File: config.mk
export PLATFORM = sky130hd
export DESIGN_NAME = ltc232x_capture
export DESIGN_NICKNAME = d
export VERILOG_FILES = /design/src/rtl/ltc232x_pkg.sv /design/src/rtl/ltc232x_lane.sv /design/src/rtl/ltc232x_capture.sv
export SDC_FILE = /design/constraint.sdc
export NUM_CORES = 1
export LEC_CHECK = 0
export CAP_MARGIN = 40
export CORE_ASPECT_RATIO = 1.5
export CORE_MARGIN = 3
export CORE_UTILIZATION = 45
export DETAILED_ROUTE_END_ITERATION = 8
export GPL_TIMING_DRIVEN = 0
export PLACE_DENSITY = 0.66
export REMOVE_ABC_BUFFERS = 1
export SLEW_MARGIN = 20
export SYNTH_ARGS = -nofsm -noshare
export SYNTH_HDL_FRONTEND = slang
export SYNTH_SLANG_ARGS = --single-unit
File: constraint.sdc
create_clock -name clk -period 4.43 [get_ports clk]
set_input_delay 0.443 -clock clk [delete_from_list [all_inputs] [get_ports clk]]
set_output_delay 0.443 -clock clk [all_outputs]
set_load 0.05 [all_outputs]
File: src/rtl/ltc232x_pkg.sv
// Shared definitions for the LTC232x serial-ADC capture engine:
// FSM state encodings, minimum-period arithmetic and parameter legality.
package ltc232x_pkg;

    typedef enum logic [2:0] {
        IDLE  = 3'd0,
        CNVH  = 3'd1,
        CONV  = 3'd2,
        SHIFT = 3'd3,
        WAIT  = 3'd4
    } state_e;

    // Flat constants keep the state register a plain logic vector.
    localparam logic [2:0] ST_IDLE  = IDLE;
    localparam logic [2:0] ST_CNVH  = CNVH;
    localparam logic [2:0] ST_CONV  = CONV;
    localparam logic [2:0] ST_SHIFT = SHIFT;
    localparam logic [2:0] ST_WAIT  = WAIT;

    function automatic int unsigned min_period(input int unsigned tcnvh,
                                               input int unsigned tconv,
                                               input int unsigned sck_half,
                                               input int unsigned data_w);
        return tcnvh + tconv + 2 * sck_half * data_w + 1;
    endfunction

    function automatic bit params_legal(input int unsigned num_ch,
                                        input int unsigned data_w,
                                        input int unsigned sck_half);
        return (num_ch >= 1) && (num_ch <= 4) &&
               ((data_w == 12) || (data_w == 14) || (data_w == 16)) &&
               (sck_half >= 1) && (sck_half <= 8);
    endfunction

endpackage

File: src/rtl/ltc232x_lane.sv
// One SDO lane: MSB-first shift register, cleared at the start of each conversion.
module ltc232x_lane
    import ltc232x_pkg::*;
#(
    parameter int unsigned DATA_W = 16
) (
    input  logic              clk,
    input  logic              rst_n,
    input  logic              clr_i,
    input  logic              shift_en_i,
    input  logic              sdo_i,
    output logic [DATA_W-1:0] word_o
);

    logic [DATA_W-1:0] word_q, word_d;

    always_comb begin
        word_d = word_q;
        if (clr_i) begin
            word_d = '0;
        end else if (shift_en_i) begin
            word_d = {word_q[DATA_W-2:0], sdo_i};
        end
    end

    always_ff @(posedge clk or negedge rst_n) begin
        if (!rst_n) begin
            word_q <= '0;
        end else begin
            word_q <= word_d;
        end
    end

    assign word_o = word_q;

endmodule

File: src/rtl/ltc232x_capture.sv
// LTC2324/2323/2321 capture engine: registered CNV/SCK generation, per-lane
// shift capture, one-deep valid/ready output register with sticky overrun.
module ltc232x_capture
    import ltc232x_pkg::*;
#(
    parameter int unsigned NUM_CH    = 4,
    parameter int unsigned DATA_W    = 16,
    parameter int unsigned TCNVH_CYC = 4,
    parameter int unsigned TCONV_CYC = 25,
    parameter int unsigned SCK_HALF  = 1,
    parameter int unsigned PERIOD_W  = 16
) (
    input  logic                       clk,
    input  logic                       rst_n,
    input  logic                       sample_en,
    input  logic [PERIOD_W-1:0]        period_cyc,
    output logic                       cnv,
    output logic                       sck,
    input  logic [NUM_CH-1:0]          sdo,
    output logic [NUM_CH*DATA_W-1:0]   data,
    output logic                       data_valid,
    input  logic                       data_ready,
    output logic                       overrun,
    input  logic                       clr_overrun,
    output logic                       busy
);

    localparam int unsigned MIN_P = min_period(TCNVH_CYC, TCONV_CYC, SCK_HALF, DATA_W);
    localparam logic [PERIOD_W-1:0] MIN_PERIOD_V = PERIOD_W'(MIN_P);
    localparam int unsigned TMAX0 = (TCNVH_CYC > TCONV_CYC) ? TCNVH_CYC : TCONV_CYC;
    localparam int unsigned TMAX  = (TMAX0 > SCK_HALF) ? TMAX0 : SCK_HALF;
    localparam int unsigned TW    = $clog2(TMAX + 1);
    localparam int unsigned BW    = $clog2(DATA_W + 1);

    if (!params_legal(NUM_CH, DATA_W, SCK_HALF) ||
        (64'(MIN_P) >= (64'd1 << PERIOD_W))) begin : g_bad_params
        $error("ltc232x_capture: illegal NUM_CH/DATA_W/SCK_HALF/PERIOD_W");
    end

    logic [2:0]                state_q, state_d;
    logic                      cnv_q, cnv_d;
    logic                      sck_q, sck_d;
    logic [TW-1:0]             tcnt_q, tcnt_d;
    logic [BW-1:0]             bcnt_q, bcnt_d;
    logic [PERIOD_W-1:0]       per_cnt_q, per_cnt_d;
    logic [PERIOD_W-1:0]       eff_q, eff_d;
    logic                      done_q, done_d;
    logic [NUM_CH*DATA_W-1:0]  data_q, data_d;
    logic                      valid_q, valid_d;
    logic                      ovr_q, ovr_d;
    logic                      start;
    logic                      shift_en;
    logic                      load;
    logic                      drop;
    logic [NUM_CH*DATA_W-1:0]  lane_words;

    for (genvar g = 0; g < NUM_CH; g++) begin : g_lane
        ltc232x_lane #(
            .DATA_W(DATA_W)
        ) u_lane (
            .clk       (clk),
            .rst_n     (rst_n),
            .clr_i     (start),
            .shift_en_i(shift_en),
            .sdo_i     (sdo[g]),
            .word_o    (lane_words[g*DATA_W +: DATA_W])
        );
    end

    always_comb begin
        state_d   = state_q;
        cnv_d     = cnv_q;
        sck_d     = sck_q;
        tcnt_d    = tcnt_q;
        bcnt_d    = bcnt_q;
        per_cnt_d = per_cnt_q;
        eff_d     = eff_q;
        done_d    = 1'b0;
        shift_en  = 1'b0;
        start     = 1'b0;

        case (state_q)
            ST_IDLE: begin
                if (sample_en) start = 1'b1;
            end
            ST_CNVH: begin
                if (tcnt_q == TW'(TCNVH_CYC - 1)) begin
                    state_d = ST_CONV;
                    cnv_d   = 1'b0;
                    tcnt_d  = '0;
                end else begin
                    tcnt_d = tcnt_q + TW'(1);
                end
            end
            ST_CONV: begin
                if (tcnt_q == TW'(TCONV_CYC - 1)) begin
                    state_d = ST_SHIFT;
                    sck_d   = 1'b1;
                    tcnt_d  = '0;
                    bcnt_d  = '0;
                end else begin
                    tcnt_d = tcnt_q + TW'(1);
                end
            end
            ST_SHIFT: begin
                // Each lane samples on the edge that drives SCK low; the
                // low half of the last pulse still completes before WAIT.
                if (tcnt_q == TW'(SCK_HALF - 1)) begin
                    tcnt_d = '0;
                    if (sck_q) begin
                        sck_d    = 1'b0;
                        shift_en = 1'b1;
                        bcnt_d   = bcnt_q + BW'(1);
                    end else if (bcnt_q == BW'(DATA_W)) begin
                        state_d = ST_WAIT;
                        done_d  = 1'b1;
                    end else begin
                        sck_d = 1'b1;
                    end
                end else begin
                    tcnt_d = tcnt_q + TW'(1);
                end
            end
            ST_WAIT: begin
                if (per_cnt_q >= eff_q - PERIOD_W'(1)) begin
                    if (sample_en) start = 1'b1;
                    else           state_d = ST_IDLE;
                end
            end
            default: state_d = ST_IDLE;
        endcase

        if (start) begin
            state_d   = ST_CNVH;
            cnv_d     = 1'b1;
            tcnt_d    = '0;
            per_cnt_d = '0;
            eff_d     = (period_cyc > MIN_PERIOD_V) ? period_cyc : MIN_PERIOD_V;
        end else if (per_cnt_q != '1) begin
            per_cnt_d = per_cnt_q + PERIOD_W'(1);
        end
    end

    always_comb begin
        load   = done_q & (~valid_q | data_ready);
        drop   = done_q & valid_q & ~data_ready;
        data_d = load ? lane_words : data_q;
        if (load) begin
            valid_d = 1'b1;
        end else if (valid_q & data_ready) begin
            valid_d = 1'b0;
        end else begin
            valid_d = valid_q;
        end
        ovr_d = drop ? 1'b1 : (clr_overrun ? 1'b0 : ovr_q);
    end

    always_ff @(posedge clk or negedge rst_n) begin
        if (!rst_n) begin
            state_q   <= ST_IDLE;
            cnv_q     <= 1'b0;
            sck_q     <= 1'b0;
            tcnt_q    <= '0;
            bcnt_q    <= '0;
            per_cnt_q <= '0;
            eff_q     <= '0;
            done_q    <= 1'b0;
            data_q    <= '0;
            valid_q   <= 1'b0;
            ovr_q     <= 1'b0;
        end else begin
            state_q   <= state_d;
            cnv_q     <= cnv_d;
            sck_q     <= sck_d;
            tcnt_q    <= tcnt_d;
            bcnt_q    <= bcnt_d;
            per_cnt_q <= per_cnt_d;
            eff_q     <= eff_d;
            done_q    <= done_d;
            data_q    <= data_d;
            valid_q   <= valid_d;
            ovr_q     <= ovr_d;
        end
    end

    assign cnv        = cnv_q;
    assign sck        = sck_q;
    assign data       = data_q;
    assign data_valid = valid_q;
    assign overrun    = ovr_q;
    assign busy       = (state_q != ST_IDLE);

endmodule

==> impl_metrics.py <==
metrics = {
    "global_routing": {
        "grtUsageMet3_pct": 3.131,
        "grt_max_degree": 95,
        "grt_overflow": 0,
        "grt_antenna_before_repair": 0,
        "globalRouteMet2Util_pct": 30.87,
        "grt_pass1_wl_um": 27920,
        "grt_pass1_vias": 5793,
        "grt_use_met1_pct": 21.81,
        "grt-busiest-layer": "met2",
        "grtUsageTotal_pct": 17.46,
    },
    "sta": {
        "worst_pin_slew_ns": 0.7529,
        "hold_violations": 0,
        "timing.final.crit_share_pct": 91.85,
        "skew_ns": 0.01129,
        "max_slew_margin_pct": 49.10,
        "max_freq_mhz": 245.8,
        "fin_setup_tns_ns": 0,
        "slew_violations": 0,
        "finalWorstSetupSlack_ns": 0.3612,
        "layout_min_cycle_time_ns": 4.069,
        "grt_setup_unrepaired": "no",
        "setup_viol": 0,
    },
    "clock_network": {
        "cts_tree": "done",
        "cts_buffers": 17,
        "cts_sinks": 178,
        "clock_path_buffers": 2,
        "insertion_delay_ns": 0.43,
        "clk_pin_slew_ns": 0.07,
        "cts_max_level": 4,
        "clockRootBuffer": "clkbuf_16",
        "post_cts_buffers": 0,
    },
    "floorplan": {
        "rows": 59,
        "start_util_pct": 46.15,
        "chipWidth_um": 115.4,
        "die_area_um2": 19620,
        "top_level_ports": 94,
        "fp.coreArea_um2": 17500,
        "die_h_um": 170.1,
    },
    "yosys": {
        "synth_top_area_cell": "dfrtp_1",
        "yosysWarningCount": 0,
        "syn_area_per_cell_um2": 10.81,
        "synth_edf_count": 0,
        "async_reset_ff_share_pct": 100.0,
        "ys_top_cells_by_area": "dfrtp_1, mux2_2, nand2_1",
        "synth-seq-cells": 178,
        "synth_cell_types": 57,
        "syn_inst": 747,
        "synth_ff_type": "dfrtp_1",
        "ys_seq_area_share_pct": 55.17,
        "synth_area_um2": 8074,
        "synth_top_area_share_pct": 55.17,
    },
    "setup_path": {
        "cp_slowest_cell": "or4_1",
        "cpLargestDelayFamily": "simple AND/OR/NAND/NOR gates",
        "max_stage_delay_ns": 0.57,
        "critical_path_buf_inv_count": 2,
        "r2r_cells": 12,
        "cp-end-kind": "flip-flop",
        "required_ns": 4.74,
        "rr_startpoint": "eff_q[6]$_DFFE_PN0P_",
        "startpoint": "eff_q[6]$_DFFE_PN0P_",
        "ff2ff_setup_slack_ns": 0.36,
        "path_max_fanout": 28,
        "reg2reg_to": "eff_q[12]$_DFFE_PN0P_",
        "critPathLaunchType": "flip-flop",
        "crit_chain": "or4_1, nor3_1, nand2_1, xor2_1, ha_1, nand4_1, nor3_2, o311a_1, o31a_4, buf_12, buf_16, mux2_4",
        "critPathKind": "reg2reg",
        "arrival_ns": 4.38,
    },
    "placed_design": {
        "place_ws_ns": 0.01302,
        "place_area_um2": 9290,
        "dpl.cell_count": 1029,
        "globalplace.congestion": 0.7774,
        "dp_hpwl_um": 10980,
        "port_buffers": 93,
    },
    "cells_and_area": {
        "multi_input_area_um2": 3407,
        "finalInstanceArea_um2": 9894,
        "fillers": 1539,
        "regArea_um2": 4454,
        "nets": 882,
        "antenna_cells": 0,
        "stdcell_count": 1061,
        "layout-drive-gt1-share_pct": 14.74,
        "area_growth_pct": 22.55,
    },
    "power": {
        "ir_worst_vdd_mv": 0.1597,
        "powerDensity_nw_per_um2": 327.3,
        "p_total_mw": 3.239,
        "p_leak_nw": 4.525,
    },
    "detailed_routing": {
        "via_count": 5685,
        "drc": 0,
        "wl_um": 16100,
        "firstDrtPassIters": 4,
        "wl_per_cell_um": 15.17,
        "drt_iter0_drc": 419,
        "ant_nets": 0,
        "via_per_inst": 5.358,
    },
    "min_path": {
        "hp-class": "in2async",
    },
    "outcome": {
        "status": "finished, final reports clean",
    },
    "flow_run": {
        "drv_cap": 0,
    },
}
-- cell usage after synthesis (all sizes together) (5+ instances only) --
library cell / number
a211oi: 7
a21oi: 80
and2: 6
buf: 18
clkbuf: 15
dfrtp: 178
ha: 22
inv: 18
mux2: 74
mux2i: 7
nand2: 160
nand3: 11
nand4: 5
nor2: 36
nor3: 12
nor4: 8
o21ai: 13
xnor2: 24
-- worst reg2reg max path: cells and delay by family, from the launching register on --
kind                     cells  cell delay [ns]
adder cells (fa/ha/maj)      1             0.32
flip-flops                   1             0.45
multiplexers                 1             0.33
XOR/XNOR                     1             0.17
AO/OA/AOI/OAI                2             0.72
buffers and inverters        2             0.43
AND/OR/NAND/NOR              5             1.54
-- what timing repair did --
item	in CTS	in global routing
resized for setup	1	1
hold buffers	0	0
gates cloned	0	0
endpoints found under the setup margin	1	9
-- logic make-up after synthesis --
logic type / synth area share [%]
muxes: 11.65
buffers and inverters: 3.037
DFF: 55.17
xor gates and xnor gates: 3.037
adders and majority gates: 3.409
and+or+nand+nor: 15.02
AOI/OAI and AO/OA: 8.678
-- registers in the layout, summed over array words and instances (netlist names) --
| name | flops |
|---|---|
| data | 64 |
| g_lane.u_lane.word_o | 64 |
| eff_q | 16 |
| per_cnt_q | 16 |
| bcnt_q | 5 |
| tcnt_q | 5 |
| state_q | 3 |
| cnv | 1 |
| data_valid | 1 |
| done_q | 1 |
| overrun | 1 |
| sck | 1 |
-- worst max-delay path by stage --
stage	to	slack (ns)	cells after the start
2_1_floorplan	eff_q[10]$_DFFE_PN0P_	-0.72	10
3_3_place_gp	eff_q[5]$_DFFE_PN0P_	-4.15	1
3_5_place_dp	eff_q[12]$_DFFE_PN0P_	0.01	12
4_1_cts	eff_q[12]$_DFFE_PN0P_	0.21	12
5_1_grt	eff_q[13]$_DFFE_PN0P_	0.10	12
6_report	eff_q[12]$_DFFE_PN0P_	0.36	12
-- area by class of cell --
type                       count  share of cell area (%)
inverter                      18                  0.6829
sequential                   178                   45.02
multi-input combinational    518                   34.43
clock inverter                13                   1.505
tap                          213                   2.693
timing repair buffer         102                   11.19
clock buffer                  19                   4.476
-- through the flow --
stage                     hold WS [ns]  utilization, %
final                          0.01330           56.55
after CTS                      0.03108           56.53
after detailed placement        0.4884           53.10
after global placement          0.4547           51.98
after floorplan                 0.1474               -
after global routing           0.05438           56.55
-- placed cells by master (no fill, tap or decap), types with 5 or more instances in the layout --
| cell | n |
|---|---|
| inv_6 | 5 |
| nand3_1 | 11 |
| xnor2_1 | 24 |
| clkdlybuf4s50_1 | 92 |
| inv_1 | 17 |
| nor3_1 | 10 |
| nand4_1 | 5 |
| o21ai_1 | 5 |
| o21ai_0 | 8 |
| mux2_4 | 10 |
| nor4_1 | 5 |
| nand2_1 | 158 |
| a21oi_1 | 80 |
| a211oi_1 | 7 |
| nor2_1 | 35 |
| ha_1 | 22 |
| and2_1 | 6 |
| clkbuf_16 | 17 |
| mux2i_1 | 7 |
| dfrtp_1 | 178 |
| mux2_2 | 64 |
-- where the power goes --
| group | switching (mW) | leakage (nW) | internal [mW] |
|---|---|---|---|
| sequential | 0.0133 | 2.13 | 1.64 |
| clock | 0.647 | 0.293 | 0.857 |
| combinational | 0.0451 | 2.10 | 0.0333 |
| total | 0.705 | 4.52 | 2.53 |
-- layer usage --
layer  wire length, µm  vias up
met2              8489      103
met5                 0        -
met3               538       19
met1              6871     2821
met4               195        0
li1                  -     2742
Power figures use the tool's default switching activity.
